File: config.mk
export PLATFORM = sky130hd
export DESIGN_NAME = wb_regfile
export DESIGN_NICKNAME = d
export VERILOG_FILES = /design/src/rtl/wb_regfile_pkg.sv /design/src/rtl/wb_result_mux.sv /design/src/rtl/wb_regfile.sv
export SDC_FILE = /design/constraint.sdc
export NUM_CORES = 2
export LEC_CHECK = 0
export BUFFER_PORTS_ARGS = -buffer_cell sky130_fd_sc_hd__buf_2
export CORE_MARGIN = 4
export CORE_UTILIZATION = 40
export DETAILED_ROUTE_END_ITERATION = 10
export PLACE_DENSITY = 0.6
export SYNTH_ARGS = -nofsm -noshare
export SYNTH_HDL_FRONTEND = slang
export SYNTH_SLANG_ARGS = --single-unit
export TNS_END_PERCENT = 5
File: constraint.sdc
create_clock -name clk -period 3.01 [get_ports clk]
set_input_delay 0.4515 -clock clk [delete_from_list [all_inputs] [get_ports clk]]
set_output_delay 0.4515 -clock clk [all_outputs]
set_load 0.005 [all_outputs]
File: src/rtl/wb_regfile_pkg.sv
// Shared core definitions for the writeback stage: datapath widths and
// the resultSrc encodings that select the value written back.
package wb_regfile_pkg;

    localparam int XLEN       = 32;
    localparam int REG_ADDR_W = 5;

    typedef enum logic [1:0] {
        RESULT_ALU  = 2'b00,
        RESULT_LOAD = 2'b01,
        RESULT_PC4  = 2'b10,
        RESULT_IMM  = 2'b11
    } result_src_e;

    // A write commits only when enabled and not aimed at the hardwired x0.
    function automatic logic write_commits(input logic                  we,
                                           input logic [REG_ADDR_W-1:0] addr);
        return we && (addr != '0);
    endfunction

endpackage

File: src/rtl/wb_result_mux.sv
// 4:1 writeback result select; purely combinational so result_WB can feed
// both the register file bypass and the forwarding network in one cycle.
module wb_result_mux
    import wb_regfile_pkg::*;
(
    input  logic [1:0]      result_src,
    input  logic [XLEN-1:0] alu_result,
    input  logic [XLEN-1:0] load_out,
    input  logic [XLEN-1:0] pc_plus4,
    input  logic [XLEN-1:0] imm_out,
    output logic [XLEN-1:0] result
);

    always_comb begin
        result = alu_result;
        case (result_src)
            RESULT_ALU:  result = alu_result;
            RESULT_LOAD: result = load_out;
            RESULT_PC4:  result = pc_plus4;
            RESULT_IMM:  result = imm_out;
            default:     result = alu_result;
        endcase
    end

endmodule

File: src/rtl/wb_regfile.sv
// Writeback-stage register file: x1..x31 storage, two combinational read
// ports with same-cycle write bypass, and a committed-write counter.
module wb_regfile
    import wb_regfile_pkg::*;
(
    input  logic                  clk,
    input  logic                  rst_n,
    input  logic                  regWrite_WB,
    input  logic [1:0]            resultSrc_WB,
    input  logic [XLEN-1:0]       ALUResult_WB,
    input  logic [XLEN-1:0]       loadOut_WB,
    input  logic [XLEN-1:0]       immOut_WB,
    input  logic [XLEN-1:0]       PCPlus4_WB,
    input  logic [REG_ADDR_W-1:0] writeAddress_WB,
    input  logic [REG_ADDR_W-1:0] readAddress1_ID,
    input  logic [REG_ADDR_W-1:0] readAddress2_ID,
    output logic [XLEN-1:0]       readData1_ID,
    output logic [XLEN-1:0]       readData2_ID,
    output logic [XLEN-1:0]       result_WB,
    output logic [XLEN-1:0]       retiredWrites
);

    logic [XLEN-1:0] regs [1:31];
    logic [XLEN-1:0] result;
    logic [XLEN-1:0] retired_cnt;
    logic            write_en;

    wb_result_mux u_result_mux (
        .result_src (resultSrc_WB),
        .alu_result (ALUResult_WB),
        .load_out   (loadOut_WB),
        .pc_plus4   (PCPlus4_WB),
        .imm_out    (immOut_WB),
        .result     (result)
    );

    assign result_WB     = result;
    assign retiredWrites = retired_cnt;
    assign write_en      = write_commits(regWrite_WB, writeAddress_WB);

    always_ff @(posedge clk or negedge rst_n) begin
        if (!rst_n) begin
            for (int i = 1; i < 32; i++) begin
                regs[i] <= '0;
            end
            retired_cnt <= '0;
        end else if (write_en) begin
            regs[writeAddress_WB] <= result;
            retired_cnt           <= retired_cnt + 1'b1;
        end
    end

    // Reads are forced to zero while in reset so a pending write cannot
    // leak through the bypass before storage is usable.
    always_comb begin
        readData1_ID = '0;
        if (rst_n && (readAddress1_ID != '0)) begin
            if (write_en && (readAddress1_ID == writeAddress_WB)) begin
                readData1_ID = result;
            end else begin
                readData1_ID = regs[readAddress1_ID];
            end
        end
    end

    always_comb begin
        readData2_ID = '0;
        if (rst_n && (readAddress2_ID != '0)) begin
            if (write_en && (readAddress2_ID == writeAddress_WB)) begin
                readData2_ID = result;
            end else begin
                readData2_ID = regs[readAddress2_ID];
            end
        end
    end

endmodule

==> reports/metrics.csv <==
metric,value,unit
H-tree depth,3,
CTS buffer count,111,
register area share after synthesis,47.6,%
layout cell share with drive strength beyond 1,31.3,%
GR Layer Usage met1,39.1,%
Worst-Margin Slew,1.14,ns
gpl congestion,0.921,
Final Skew,0.00780,ns
cell with the most instances after synthesis,nand2_1,
synth top area cells,"dfrtp_1 48%, mux4_2 15%, o21ai_0 9.2%, nand2_1 7.7%, clkbuf_1 2.8%",
Synth top cells by count,"1106 x nand2_1, 1024 x dfrtp_1, 993 x o21ai_0",
Critical Path Stages,11,
Highest Clock Rate,320,MHz
vias,45101,
TritonCTS Sinks,1024,
outcome,"finished, violations left",
final setup vio count,34,
largest net degree at the start of global routing,176,
vias in the first global route,44830,
"CTS clk-pin slew, worst paths",0.06,ns
Post-Synthesis Cells,5182,
met3 Resource Use GR,6.91,%
"Slew Viols, Final",0,
die height,375,µm
# placed instances,7204,
worst vdd ir,0.446,mV
asr flop ratio synth,100,%
DP HPWL,134,mm
clock root buffer,clkbuf_16,
Max Cap Viol,0,
Clock Latency Late Sink,0.73,ns
core area,0.134,mm²
Crit path buffers/inverters,6,
CTS tree,done,
crit path capture,readData2_ID[12],
io pins,276,
Final period util,104,%
Die X,375,µm
Total Wirelength,203,mm
die area,0.141,mm²
Worst R2R Setup Slack,0.61,ns
crit path kind,in2out,
Overall Power,43900,µW
initial antenna violation count,11,
Post-Syn Area per Cell,10.4,µm²
DR DRC count,0,
Final Hold Slack,0.0397,ns
Syn Nets,5331,
FP Rows,134,
Post-synth EDFFs,0,
Max Fanout on Critical Path,12,
CP peak stage delay,0.38,ns
Yosys reg bits,1024,
Worst Setup Start Kind,input port,
vias per cell,6.08,
M2 GR Usage,44.2,%
Initial Util,40.3,%
global-route wire length before repair,301,mm
post-synth top area share,47.6,%
commonest register cell after synthesis,dfrtp_1,
Fillers,11964,
max_slew headroom,24.0,%
Final Util,50.0,%
leakage power,0.0293,µW
fin crit period,3.12,ns
area delta synth->final,24.0,%
Setup crit end kind,output port,
PD cells,658,mW/mm²
IO buf count,275,
Tot GR Track Use,28.6,%
Bufs on Longest Clock Path,3,
"crit path setup slack, layout",-0.113,ns
"Hold Violations, Final",0,
most used routing layer,met2,
R2R depth,5,
CP max stage cell,a211oi_2,
grt total ovfl,0,
crit path cell chain,"buf_2, buf_6, xnor2_2, buf_4, nand4_1, nor3_4, buf_12, nor3_1, buf_4, a211oi_2, buf_2",
Post-DP Area,0.0609,mm²
1st-pass router iterations,5,
reg-to-reg startpoint,retiredWrites[5],
post-synth top area cell,dfrtp_1,
failing checks,negative setup slack,
Worst Path Required,2.56,ns
Routed Antenna Nets,0,
CP Launch Point,writeAddress_WB[2],
Critical Path AT,2.67,ns
worst r2r dst,retiredWrites[24],
drt initial violations,4557,
Syn Std Cell Area,0.0539,mm²
yosys warns,0,
Netlist cell types,62,
wire per inst,27.4,µm
top cell family by delay on the critical path,buffers and inverters,
Total Nets Final,5700,
Final Instance Area,0.0668,mm²
HP Class,in2async,
post-route insts no fill,7418,
RSZ-0062 raised after global routing,true,
==> power by group <==
part / internal [µW] / switching, µW / leakage (µW)
registers: 16700 / 2310 / 0.0132
clock network: 8920 / 6060 / 0.00197
logic: 4940 / 5000 / 0.0141
==> layout by cell type (no fill, tap or decap), types with 25 or more instances in the layout <==
master     Yosys  routed
nand2_1     1106    1073
dfrtp_1     1024    1024
o21ai_0      993     992
buf_4         11     382
mux4_2       370     370
buf_2         89     264
mux2i_1      138     135
clkbuf_16      0     114
buf_12         0     108
a21oi_1      118     102
mux2_2        94      94
a22oi_1      112      76
a211oi_1     115      71
nor2b_1       61      55
a221oi_1      57      51
inv_1         46      45
a22oi_2        0      36
a211oi_2       0      33
o21ai_2        0      32
nor3_2         2      29
nand2_2        0      29
o22ai_1       56      28
nor2_1        27      25
nor4b_1       53      25
clkinv_2       0      25
clkbuf_8       0      25
==> worst register-to-register path, stage by stage, from the launching register on <==
cell	delay, ns
dfrtp_1	0.47
nand4_2	0.19
or4_1	0.56
or4_1	0.68
nor4_4	0.25
xor2_1	0.18
==> kinds of logic (layout without fill, tap and decap cells) <==
family | count (synthesis) | in the layout | synth area share, %
buf+inv | 583 | 1048 | 4.36
simple gates | 1389 | 1389 | 11.1
xor+xnor | 41 | 41 | 0.666
mux | 603 | 603 | 20.0
compound gates | 1541 | 1541 | 16.3
fa+ha+maj | 1 | 1 | 0.0232
other cells | 0 | 3 | 0
flops | 1024 | 1024 | 47.6
==> worst min path at each step <==
stage | startpoint | to | slack (ns) | cells past startpoint
3_5_place_dp | retiredWrites[31] | retiredWrites[31] | 0.46 | 1
3_3_place_gp | retiredWrites[31] | retiredWrites[31] | 0.45 | 1
4_1_cts | rst_n | regs[905] | 0.03 | 3
6_report | rst_n | regs[878] | 0.04 | 3
5_1_grt | rst_n | regs[521] | 0.05 | 3
2_1_floorplan | rst_n | regs[0] | 0.16 | 0
==> state kept, by name (all words and copies together) (netlist names) <==
name / flops
regs: 992
retiredWrites: 32
==> final cells by class <==
cell class	count	area [µm²]	share of cell area (%)
diodes	3	7.51	0.0112
clock buffers	153	3210	4.80
clock inverters	56	801	1.20
inverters	48	180	0.270
multi-input cells	3575	27800	41.6
flip-flops and latches	1024	25600	38.4
well taps	1768	2210	3.31
repair buffers	791	6980	10.4
==> repair_timing <==
item	4_1_cts	5_1_grt
endpoints found under the setup margin	61	64
hold buffers	0	0
pin swaps	36	39
gates resized for setup	174	152
buffers inserted	9	3
gates cloned	1	2
==> metal layers <==
layer,part of all wire [%],up-vias
met3,9.8,435
met1,41,22864
met4,4.2,10
li1,-,19573
met5,0.028,-
met2,45,2219
==> metrics by stage <==
| stage | worst slack (ns) | setup TNS (ns) |
|---|---|---|
| floorplan | 0.458 | 0 |
| global placement | -0.703 | -13.18 |
| detailed placement | -0.647 | -12.93 |
| CTS | -0.141 | -3.43 |
| global route | -0.140 | -3.76 |
| finish | -0.113 | -1.40 |
(Power assumes the default switching activity.)
